===== src/rtl/dbgi2c_port_arb.sv =====
// Debug-I2C port arbiter: filters every candidate SCL/SDA pair, locks the internal
// slave onto the first pair that shows a START, and releases it after STOP+hold or a stuck bus.
module dbgi2c_port_arb #(
  parameter int NPAIR = 5,
  parameter int TO_W  = 16
) (
  input  logic             clk,
  input  logic             rstz,
  input  logic [NPAIR-1:0] i_en,
  input  logic [NPAIR-1:0] i_scl,
  input  logic [NPAIR-1:0] i_sda,
  input  logic             i_slv_sda_oe,
  input  logic [TO_W-1:0]  i_to_lim,
  output logic             o_scl,
  output logic             o_sda,
  output logic [NPAIR-1:0] o_sda_oe,
  output logic [2:0]       o_sel,
  output logic             o_lock,
  output logic             o_conflict
);

  typedef enum logic [1:0] {S_IDLE, S_LOCK, S_HOLD} state_t;

  logic [NPAIR-1:0] scl_s1_q, scl_s2_q, scl_h1_q, scl_h2_q, scl_filt_q, scl_prev_q;
  logic [NPAIR-1:0] sda_s1_q, sda_s2_q, sda_h1_q, sda_h2_q, sda_filt_q, sda_prev_q;
  logic [NPAIR-1:0] start, stop;
  logic [NPAIR-1:0] oe_d, oe_q;
  logic [TO_W-1:0]  cnt_d, cnt_q, cnt_inc;
  logic [2:0]       sel_d, sel_q, first_idx;
  logic             multi_start, act, timeout_hit, locked_d;
  logic             scl_out_d, scl_out_q, sda_out_d, sda_out_q, conflict_d, conflict_q;
  state_t           state_d, state_q;

  // Everything resets to the idle-bus level so no false edge follows reset.
  always_ff @(posedge clk or negedge rstz) begin
    if (!rstz) begin
      scl_s1_q   <= '1;
      scl_s2_q   <= '1;
      scl_h1_q   <= '1;
      scl_h2_q   <= '1;
      scl_filt_q <= '1;
      scl_prev_q <= '1;
      sda_s1_q   <= '1;
      sda_s2_q   <= '1;
      sda_h1_q   <= '1;
      sda_h2_q   <= '1;
      sda_filt_q <= '1;
      sda_prev_q <= '1;
    end else begin
      scl_s1_q   <= i_scl;
      scl_s2_q   <= scl_s1_q;
      scl_h1_q   <= scl_s2_q;
      scl_h2_q   <= scl_h1_q;
      scl_filt_q <= (scl_s2_q & scl_h1_q) | (scl_s2_q & scl_h2_q) | (scl_h1_q & scl_h2_q);
      scl_prev_q <= scl_filt_q;
      sda_s1_q   <= i_sda;
      sda_s2_q   <= sda_s1_q;
      sda_h1_q   <= sda_s2_q;
      sda_h2_q   <= sda_h1_q;
      sda_filt_q <= (sda_s2_q & sda_h1_q) | (sda_s2_q & sda_h2_q) | (sda_h1_q & sda_h2_q);
      sda_prev_q <= sda_filt_q;
    end
  end

  assign start = i_en & scl_filt_q & scl_prev_q & sda_prev_q & ~sda_filt_q;
  assign stop  = i_en & scl_filt_q & scl_prev_q & ~sda_prev_q & sda_filt_q;

  // Clearing the lowest set bit leaves something only when several pairs started at once.
  assign multi_start = |(start & (start - {{(NPAIR-1){1'b0}}, 1'b1}));

  always_comb begin
    first_idx = '0;
    for (int k = NPAIR - 1; k >= 0; k--) begin
      if (start[k]) first_idx = 3'(k);
    end
  end

  assign act = (scl_filt_q[sel_q] ^ scl_prev_q[sel_q]) | (sda_filt_q[sel_q] ^ sda_prev_q[sel_q]);
  assign cnt_inc = (cnt_q == {TO_W{1'b1}}) ? cnt_q : cnt_q + TO_W'(1);
  assign timeout_hit = (i_to_lim != '0) && (cnt_inc >= i_to_lim);

  always_comb begin
    state_d    = state_q;
    sel_d      = sel_q;
    cnt_d      = cnt_q;
    conflict_d = 1'b0;
    case (state_q)
      S_IDLE: begin
        cnt_d = '0;
        if (|start) begin
          state_d    = S_LOCK;
          sel_d      = first_idx;
          conflict_d = multi_start;
        end
      end
      S_LOCK: begin
        if (!i_en[sel_q]) begin
          state_d = S_IDLE;
          cnt_d   = '0;
        end else if (stop[sel_q]) begin
          state_d = S_HOLD;
          cnt_d   = '0;
        end else if (act) begin
          cnt_d = '0;
        end else if (timeout_hit) begin
          state_d = S_IDLE;
          cnt_d   = '0;
        end else begin
          cnt_d = cnt_inc;
        end
      end
      S_HOLD: begin
        if (!i_en[sel_q]) begin
          state_d = S_IDLE;
          cnt_d   = '0;
        end else if (start[sel_q]) begin
          state_d = S_LOCK;
          cnt_d   = '0;
        end else if ((i_to_lim == '0) || timeout_hit) begin
          state_d = S_IDLE;
          cnt_d   = '0;
        end else begin
          cnt_d = cnt_inc;
        end
      end
      default: begin
        state_d = S_IDLE;
        cnt_d   = '0;
      end
    endcase
  end

  // Outputs follow the next state so a fresh lock shows the START edge immediately.
  always_comb begin
    locked_d  = (state_d != S_IDLE);
    scl_out_d = locked_d ? scl_filt_q[sel_d] : 1'b1;
    sda_out_d = locked_d ? sda_filt_q[sel_d] : 1'b1;
    oe_d      = '0;
    if ((state_d == S_LOCK) && i_slv_sda_oe) oe_d[sel_d] = 1'b1;
  end

  always_ff @(posedge clk or negedge rstz) begin
    if (!rstz) begin
      state_q    <= S_IDLE;
      sel_q      <= '0;
      cnt_q      <= '0;
      conflict_q <= 1'b0;
      scl_out_q  <= 1'b1;
      sda_out_q  <= 1'b1;
      oe_q       <= '0;
    end else begin
      state_q    <= state_d;
      sel_q      <= sel_d;
      cnt_q      <= cnt_d;
      conflict_q <= conflict_d;
      scl_out_q  <= scl_out_d;
      sda_out_q  <= sda_out_d;
      oe_q       <= oe_d;
    end
  end

  assign o_scl      = scl_out_q;
  assign o_sda      = sda_out_q;
  assign o_sda_oe   = oe_q;
  assign o_sel      = sel_q;
  assign o_lock     = (state_q != S_IDLE);
  assign o_conflict = conflict_q;

endmodule


===== config.mk =====
export PLATFORM = sky130hd
export DESIGN_NAME = dbgi2c_port_arb
export DESIGN_NICKNAME = d
export VERILOG_FILES = /design/src/rtl/dbgi2c_port_arb.sv
export SDC_FILE = /design/constraint.sdc
export NUM_CORES = 1
export LEC_CHECK = 0
export CORE_MARGIN = 3
export CORE_UTILIZATION = 50
export DETAILED_ROUTE_END_ITERATION = 10
export GPL_TIMING_DRIVEN = 0
export PLACE_DENSITY = 0.75
export SETUP_SLACK_MARGIN = 0.3
export SYNTH_ARGS = -nofsm -noshare
export SYNTH_HDL_FRONTEND = slang
export SYNTH_SLANG_ARGS = --single-unit

===== constraint.sdc =====
create_clock -name clk -period 11.54 [get_ports clk]
set_input_delay 2.308 -clock clk [delete_from_list [all_inputs] [get_ports clk]]
set_output_delay 2.308 -clock clk [all_outputs]
set_load 0.02 [all_outputs]

Word level (Yosys, flattened, before mapping)
Index checks and enable logic that the tools add are counted.
- flip-flop bits (word level): 89
- bits in latches: 0
- bits in writable memories: 0
- ROM bits: 0
- input bits: 34
- word-level logic and storage cells: 112
- memories kept: 0
- add/subtract/negate cells: 2
- multiply operators: 0
- divide/modulo/power cells: 0
- $lt $le $gt $ge: 4
- eq/ne operators: 4
- shift operators: 0
- muxes and demuxes: 50
- bitwise logic cells: 22
- reductions and logical operators: 11
- operator list (cell ; count):
    $mux 16 ; 8
    $and 5x5->5 ; 13
    $pmux 16 s2 ; 1
    $bmux 1 s3 ; 9
    $mux 3 ; 7
    $or 5x5->5 ; 4
    $add 16x1->16 const B ; 1
    $eq 16x16->1 const B ; 1
    $ge 16x16->1 ; 1
    $logic_not 16->1 ; 1
    $mux 2 ; 8
    $reduce_bool 16->1 ; 1
    $mux 1 ; 14
    $not 5->5 ; 2
    $reduce_or 5->1 ; 2
    $lt 3x4->1 const B ; 2
    $pmux 2 s3 ; 1
    $mux 5 ; 1
    $sub 5x1->5 const B ; 1
    $eq 2x1->1 const B ; 2
    $reduce_bool 2->1 ; 2
    $demux 1 s3 ; 1
    $ge 3x1->1 const B ; 1
    $logic_and 1x1->1 ; 3
    other kinds (5) ; 6

Depth between registers and ports, before layout
Gate-level depths: netlist of run 1.
- depth in word-level cells: 16
- mapped depth: 16

Worst setup path before layout of run 1
No wires, ideal clock.
- kind: input to register
- start: input i_to_lim[13]
- end: register oe_q[0], in the netlist o_sda_oe[0]
- data arrival time: 4457 ps
- path slack: 6961 ps
- cell stages on the path: 9
- cells stage by stage: inv_1 -> ha_1 -> nand4_2 -> a2111o_1 -> o32ai_1 -> nor2_1 -> or3_4 -> a311oi_4 -> and4bb_2
- cells in the longest elaborated chain, start to end: 10
- elaborated cells between the ends (all ways): 16
- classes of those cells: 1 x order compare; 1 x eq/ne; 9 x mux; 5 x reduce/logical
- RTL lines (element ; line ; text):
    start, declared ; 13 ; input logic [TO_W-1:0] i_to_lim,
    $ge 16x16->1 or $reduce_bool 16->1 (tied branches) ; 80 ; assign timeout_hit = (i_to_lim != '0) && (cnt_inc >= i_to_lim);
    $logic_and 1x1->1 ; 80 ;
    $mux 2 or $logic_or 1x1->1 (tied branches) ; 105, 119 ;
    $mux 2 (on tied branches) ; 103, 119 ;
    $mux 2 (on tied branches) ; 100, 116 ;
    $mux 2 (on tied branches) ; 97, 113 ;
    $pmux 2 s3 * ; 87 ; case (state_q)
    $eq 2x1->1 * ; 139 ; if ((state_d == S_LOCK) && i_slv_sda_oe) oe_d[sel_d] = 1'b1;
    $logic_and 1x1->1 * ; 139 ;
    $mux 5 * ; 139 ;
    net oe_d[0] ; 27 ; logic [NPAIR-1:0] oe_d, oe_q;
    end signal, assigned ; 150 ; oe_q <= '0;
    end signal, assigned ; 158 ; oe_q <= oe_d;
    end, declared ; 27 ;
The timed path passes the listed nets; every way through them passes the cells marked *.

Worst setup path after layout of run 1
- start: input i_to_lim[15]
- end: register sda_out_q, in the netlist o_sda
- cells in the longest elaborated chain, start to end: 9
- elaborated cells between the ends (all ways): 15
- classes of those cells: 1 x order compare; 9 x mux; 5 x reduce/logical
- RTL lines (element ; line ; text):
    $ge 16x16->1 or $reduce_bool 16->1 (tied branches) ; 80 ;
    $logic_and 1x1->1 ; 80 ;
    $mux 2 or $logic_or 1x1->1 (tied branches) ; 105, 119 ;
    $mux 2 (on tied branches) ; 103, 119 ;
    $mux 2 (on tied branches) ; 100, 116 ;
    $mux 2 (on tied branches) ; 97, 113 ;
    $pmux 2 s3 * ; 87 ;
    net state_d[0] ; 32 ; state_t state_d, state_q;
    $reduce_bool 2->1 * ; 135 ; locked_d = (state_d != S_IDLE);
    $mux 1 * ; 137 ; sda_out_d = locked_d ? sda_filt_q[sel_d] : 1'b1;
    net sda_out_d ; 31 ; logic scl_out_d, scl_out_q, sda_out_d, sda_out_q, conflict_d, conflict_q;
    end signal, assigned ; 157 ; sda_out_q <= sda_out_d;
    end, declared ; 31 ;
Marks and branches as above.

==> metrics.md, run 1 <==
| Metric | Value |
|---|---|
| Util after Layout | 0.6168 |
| Share of cells above drive strength 1 | 0.2517 |
| #FFs+latches synth | 89 |
| Largest net degree at the start of global routing | between 70 and 80 |
| Worst Setup Start Kind | primary input |
| Diode count | 0 |
| CTS Buf Count | 9 |
| Area growth from synthesis to layout | 18.61% |
| Layout Nets | between 400 and 500 |
| Via count | 2,956 |
| Sequential share of the synthesized area | 0.5341 |
| Synth top area share | 0.3775 |
| I/O pin count | 46 |
| Crit-path max FO | 6 |
| Cts-stage hold buffer count | 0 |
| M1 WL | slightly above 4000 um |
| Cts repair resizes | 0 |
| Core Box Area | 8299 um^2 |
| Area contributors post-synth | dfstp_2, dfrtp_1, ha_1, inv_1, maj3_1 |
| Post-synthesis cell area | roughly 4300 um^2 |
| Clk sinks | 89 |
| Setup violations, final | 0 |
| Max clock buf depth | 2 |
| HPWL after detailed placement | 6693 um |
| Vias in the first global route | about 3,000 |
| Worst reg2reg path depth | 15 |
| Type of the worst setup path | primary input to flop |
| Leak | 2.192 nW |
| Power per cell area | 162.2 nW/um^2 |
| Reg-to-reg slack, setup | between 6 and 7 ns |
| Fmax | 193.7 MHz |
| R2r startpoint | cnt_q[0] |
| First-pass GRT wire length | about 15,000 um |
| Ys async rst share | 1.000 |
| Primary FF master, synth | dfstp_2 |
| Initial antenna violation count | 0 |
| Number of detailed-route iterations in the first pass | 4 |
| DR top layer | met4 |
| Hold_sp | sda_s1_q[3] |
| Warnings from Yosys | 0 |
| Netlist cell types | 67 |
| Critical path arrival | approximately 5.4 ns |
| Die height | 98.90 um |
| CP Capture Type | flop |
| Worst endpoint required time | 11.80 ns |
| Fin Setup TNS | 0 ns |
| ANT nets after route | 0 |
| Mapped Cells | 375 |
| Peak VDD IR | about 120 uV |
| Max-slew violation count | 0 |
| WL met2 | around 4000 um |
| Max-cap viol count | 0 |
| H-tree levels | 3 |
| Residual DRC | 0 |
| Vias per inst | 5.454 |
| Number of fill cells | 669 |
| CTS root buf | clkbuf_8 |
| Final worst-path cycle share | 0.4474 |
| RSZ-0062 raised after global routing | no |
| Worst-margin pin slew | 0.6283 ns |
| Fin Clk Skew | 0.01418 ns |
| 1st-iter DRT viols | 86 |
| Post-synth EDFFs | 0 |
| Hold Path Class | flop to flop |
| Routed len/inst | 15.71 um |
| Biggest area consumer among synthesized cells | dfstp_2 |
| Row Count | 33 |
| RD Place Congestion | around 0.88 |
| Setup Buffers After CTS | 0 |
| CTS tree | yes |
| Initial Util | 0.5200 |
| Worst-Skew Late Latency | 0.35 ns |
| Final Hold Vio Count | 0 |
| Hold path cells | 0 |
| Mapped Nets | 430 |
| Total GRT Usage | 0.1896 |
| GRT overflow | 0 |
| WL final | 8515 um |
| Reg2reg end | o_sda |
| Clock transition at the registers of the reported paths | 0.10 ns |
| Chip Width | between 90 and 100 um |
| Status | complete, no violations |
| Port bufs | 45 |
| Min cycle time layout | 5.163 ns |
| Worst hold endpoint | sda_s2_q[3] |
| Syn avg cell area | between 10 and 15 um^2 |
| Die Area | approximately 9800 um^2 |
| WL met3 | 366 um |
| Relative slew slack | 0.5779 |
## power by group
group	internal, W	leakage (nW)	switching [W]
Sequential	0.000348	1.02	0.0000184
Combinational	0.000112	1.07	0.000148
Clock	0.0000850	0.0985	0.000118
## metrics by stage
step | setup slack (ns) | std cells | hold slack, ns | total power, W | area (um^2)
floorplan | 6.961 | 375 | 0.3452 | 0.0005404 | 4315
global placement | 5.227 | 525 | 0.3457 | 0.0006252 | 4897
detailed placement | 6.005 | 526 | 0.3468 | 0.0006318 | 4922
CTS | 6.380 | 542 | 0.3608 | 0.0008393 | 5119
global route | 6.122 | 542 | 0.3603 | 0.0008812 | 5119
finish | 6.377 | 542 | 0.3592 | 0.0008302 | 5119
## critical path: stages
cell	delay, ns
clkdlybuf4s50_1	0.48
inv_1	0.05
ha_1	0.32
nand4_2	0.16
a2111o_1	0.37
o32ai_1	0.42
nor2_1	0.11
or3_4	0.42
a311oi_4	0.45
inv_2	0.08
o221ai_1	0.25
## layout make-up
type                    count  area (um^2)  share of cell area
plain buffers               6        36.28            0.007089
clock inverters             7        72.57             0.01418
repair buffers             46        475.5             0.09289
flip-flops and latches     89         2305              0.4503
clock buffers               9        123.9             0.02420
well taps                 105        131.4             0.02567
multi-input cells         246         1847              0.3608
inverters                  34        127.6             0.02493
## registers in the layout (all words and copies together), names as in the netlist
name        cells
sda_filt_q      5
o_sda           1
o_sel           3
o_conflict      1
cnt_q          16
sda_prev_q      5
scl_s1_q        5
sda_s1_q        5
o_scl           1
sda_h2_q        5
state_q         2
scl_prev_q      5
scl_filt_q      5
scl_s2_q        5
sda_h1_q        5
scl_h2_q        5
scl_h1_q        5
o_sda_oe        5
sda_s2_q        5
## worst max-delay path by stage
stage | cells past startpoint | startpoint | endpoint | slack, ns
2_1_floorplan | 9 | i_to_lim[13] | o_sda_oe[0] | 6.96
3_3_place_gp | 1 | rstz | o_sel[0] | 5.23
3_5_place_dp | 11 | i_to_lim[15] | o_scl | 6.00
4_1_cts | 11 | i_to_lim[15] | o_scl | 6.38
5_1_grt | 11 | i_to_lim[15] | o_scl | 6.12
6_report | 11 | i_to_lim[15] | o_sda | 6.38
## per-layer routing
layer | up-vias | track usage
li1 | 1458 | -
met1 | 1433 | 0.2723
met2 | 63 | 0.2939
met3 | 2 | 0.04105
met4 | 0 | 0.04937
met5 | - | 0
## cell families (layout without fill, tap and decap cells)
kind of cell / after synthesis / in the layout / share of synthesized area
AOI/OAI and AO/OA: 61 / 61 / 0.1102
xor gates and xnor gates: 15 / 15 / 0.03044
adders and majority gates: 31 / 31 / 0.08408
buffers and inverters: 40 / 102 / 0.03798
DFF: 89 / 89 / 0.5341
muxes: 14 / 14 / 0.03711
and+or+nand+nor: 125 / 125 / 0.1661
## synth_stat cells (3+ instances only)
cell type  instances
dfstp_2           62
inv_1             31
dfrtp_1           27
ha_1              21
nor2_1            21
nand2_1           17
nand3_1           16
a21oi_1           15
nor2b_1           13
nor3_1            11
maj3_1            10
o21ai_0           10
xor2_1             8
mux2i_1            7
nand2b_1           7
xnor2_1            7
mux2_2             6
nand4_1            5
and4_1             4
nor3b_1            4
nor4_1             4
or2_2              4
and3_1             3
nor4b_1            3
nor4bb_1           3
o211ai_1           3
o21a_1             3
## cells in the final DEF (no fill, tap or decap), types with 9 or more instances in the layout
cell type        netlist  layout
dfstp_2               62      62
nor2_1                21      21
nand2_1               17      17
nand3_1               16      16
ha_1                  21      21
dfrtp_1               27      27
a21oi_1               15      15
nor2b_1               13      13
maj3_1                10      10
clkdlybuf4s50_1        0      44
clkbuf_8               0       9
o21ai_0               10      10
inv_1                 31      31
nor3_1                11      11
Power figures use the tool's default switching activity.
==> run 2: changes to the inputs <==
- PLACE_DENSITY: 0.75 -> 0.78
- clock period: 11.54 -> 4.75 ns (I/O delays scaled with it)
==> run 2 against run 1 <==
Compared with the run above: first-iteration DRC count rose by 81%; non-clock buffer count rose by 2; clock power rose to 2.5 times the previous value; worst setup slack got worse by 5.8 ns; power rose by 150%; worst hold slack got worse by 0.0032 ns; routed wire length rose by 0.26%; die area did not move; register-to-register slack got worse by 6.1 ns; sequential cell count did not move; core utilization rose by 0.66 points; global-route usage fell by 0.13 points; critical path type is now flop to flop.
==> metrics.md, run 2 (same netlist as run 1, synthesis figures left out) <==
| Metric | Value |
|---|---|
| H-tree levels | 3 (unchanged) |
| Area of the multi-input gates | 1883 um^2 (+2.0%) |
| DR top layer | met4 |
| Setup violations, final | 0 (unchanged) |
| Worst-margin pin slew | 0.6804 ns (+0.05208 ns) |
| M1 WL | 4011 um (-1.5%) |
| Relative slew slack | 0.5347 (-0.04323) |
| Clock transition at the registers of the reported paths | 0.09 ns (about the same) |
| I/O pin count | 46 (unchanged) |
| ANT nets after route | 0 (unchanged) |
| GRT overflow | 0 (unchanged) |
| Max-cap viol count | 0 (unchanged) |
| Worst endpoint required time | 5.01 ns (-6.79 ns) |
| Max reg flops | 16 (unchanged) |
| Share of cells above drive strength 1 | 0.2665 (+0.01480) |
| Via count | 3,000 (+1.5%) |
| Post-route insts no fill | 544 (+0.37%) |
| Peak VDD IR | 273.1 uV (+140%) |
| Total Power | 0.002046 W (+150%) |
| Core Box Area | 8299 um^2 (unchanged) |
| WL met3 | 367 um (+0.27%) |
| Final Hold Vio Count | 0 (unchanged) |
| 1st-iter DRT viols | 156 (+81%) |
| Vias per inst | 5.515 (+1.1%) |
| CP Capture Type | flop |
| CTS root buf | clkbuf_8 |
| Diode count | 0 (unchanged) |
| Vias in the first global route | 3,117 (+2.7%) |
| Leak | 2.239 nW (+2.2%) |
| Clk sinks | 89 (unchanged) |
| Post-DP Area | 4922 um^2 (unchanged) |
| Top reg by flops | cnt_q |
| Die height | 98.90 um (unchanged) |
| Status | complete, no violations |
| Power per cell area | 395.4 nW/um^2 (+140%) |
| Commonest non-fill, non-tap cell in the layout | dfstp_2 |
| HPWL after detailed placement | 6499 um (-2.9%) |
| Fin Clk Skew | 0.01456 ns (+0.0003865 ns) |
| Crit-path max FO | 6 (unchanged) |
| Largest net degree at the start of global routing | 73 (+1.4%) |
| Total GRT Usage | 0.1882 (-0.001335) |
| Worst Setup Start Kind | flop |
| RSZ-0062 raised after global routing | no |
| Area growth from synthesis to layout | 19.89% |
| WL final | 8537 um (+0.26%) |
| CTS Buf Count | 9 (unchanged) |
| Layout Nets | 489 (+0.41%) |
| Residual DRC | 0 (unchanged) |
| Placed Cells | 526 (unchanged) |
| Initial Util | 0.5200 (unchanged) |
| Row Count | 33 (unchanged) |
| Initial antenna violation count | 0 (unchanged) |
| Most frequent cells in the layout | dfstp_2, clkdlybuf4s50_1, inv_1 |
| Critical path arrival | 4.41 ns (-1.01 ns) |
| Number of fill cells | 668 (-0.15%) |
| Worst-Skew Late Latency | 0.36 ns (about the same) |
| Final worst-path cycle share | 0.8742 |
| First-pass GRT wire length | 14,830 um (+0.42%) |
| Max clock buf depth | 2 (unchanged) |
| Final Instance Area | 5174 um^2 (+1.1%) |
| Fmax | 240.8 MHz |
| Hold Path Class | flop to flop |
| Type of the worst setup path | flop to flop |
| Min cycle time layout | 4.152 ns |
| Register Area | 2305 um^2 (unchanged) |
| Number of detailed-route iterations in the first pass | 4 (unchanged) |
| RD Place Congestion | 0.8612 (-1.7%) |
| WL met2 | 3988 um (-1.4%) |
| Cts-stage hold buffer count | 0 (unchanged) |
| Max-slew violation count | 0 (unchanged) |
| Port bufs | 45 (unchanged) |
| Chip Width | 98.90 um (unchanged) |
| CTS tree | yes |
| Die Area | 9781 um^2 (unchanged) |
| Routed len/inst | 15.69 um (-0.11%) |
[run 2: changes by cell type in the layout (fill, tap and decap cells not counted), sizes merged]
cell / change
buf: +2
clkinv: +1
clkinvlp: -1
[run 2: area by class of cell]
cell class                 count  share of cell area
buffer                         6            0.007013
tap                          105             0.02539
multi-input combinational    246              0.3640
inverter                      34             0.02467
timing repair buffer          48             0.09480
sequential                    89              0.4455
clock inverter                 7             0.01475
clock buffer                   9             0.02394
[run 2: critical path, cell delays in order, from the launching register on]
cell and delay [ns]:
dfrtp_1 0.41, ha_1 0.22, nand3_2 0.16, nor3_4 0.28, and4_1 0.26, mux2i_1 0.23, inv_1 0.07, ha_1 0.31
nand4_2 0.13, a2111o_1 0.38, o32ai_2 0.28, nor2_1 0.11, or3_4 0.41, a311oi_4 0.45, inv_2 0.08, o221ai_1 0.28
[run 2: worst paths after layout]
kind | to | cells past startpoint | start | slack (ns)
setup reg to reg | o_sda | 15 | cnt_q[0] | 0.60
setup / recovery | o_sda | 15 | cnt_q[0] | 0.60
hold reg to reg | sda_s2_q[3] | 0 | sda_s1_q[3] | 0.36
hold / removal | sda_s2_q[3] | 0 | sda_s1_q[3] | 0.36
max in group asynchronous | scl_prev_q[4] | 2 | rstz | 3.65
min in group asynchronous | cnt_q[12] | 1 | rstz | 0.44
[run 2: repair_timing]
item                       4_1_cts  5_1_grt
cloned                           0        0
pin swaps                        0        2
buffers inserted                 0        2
resized for setup                3        4
hold endpoints to repair         0        0
setup endpoints to repair       18       18
[run 2: per-layer routing]
metal	up-vias	GRT usage
met5	-	0
met1	1463	0.2645
met4	0	0.06618
li1	1458	-
met3	16	0.03609
met2	63	0.2929
[run 2: where the power goes]
| part | internal (W) | switching (W) |
|---|---|---|
| Clock | 0.000209 | 0.000301 |
| Sequential | 0.000845 | 0.0000443 |
| Combinational | 0.000285 | 0.000362 |
[run 2: metrics by stage]
step	TNS [ns]	worst slack, ns	utilization	hold slack [ns]
after floorplan	0	0.8210	-	0.3452
after global placement	-4.570	-0.1789	0.5901	0.3454
after detailed placement	0	0.01357	0.5931	0.3473
after CTS	0	0.3416	0.6189	0.3520
after global routing	0	0.3008	0.6234	0.3472
final	0	0.5976	0.6234	0.3560
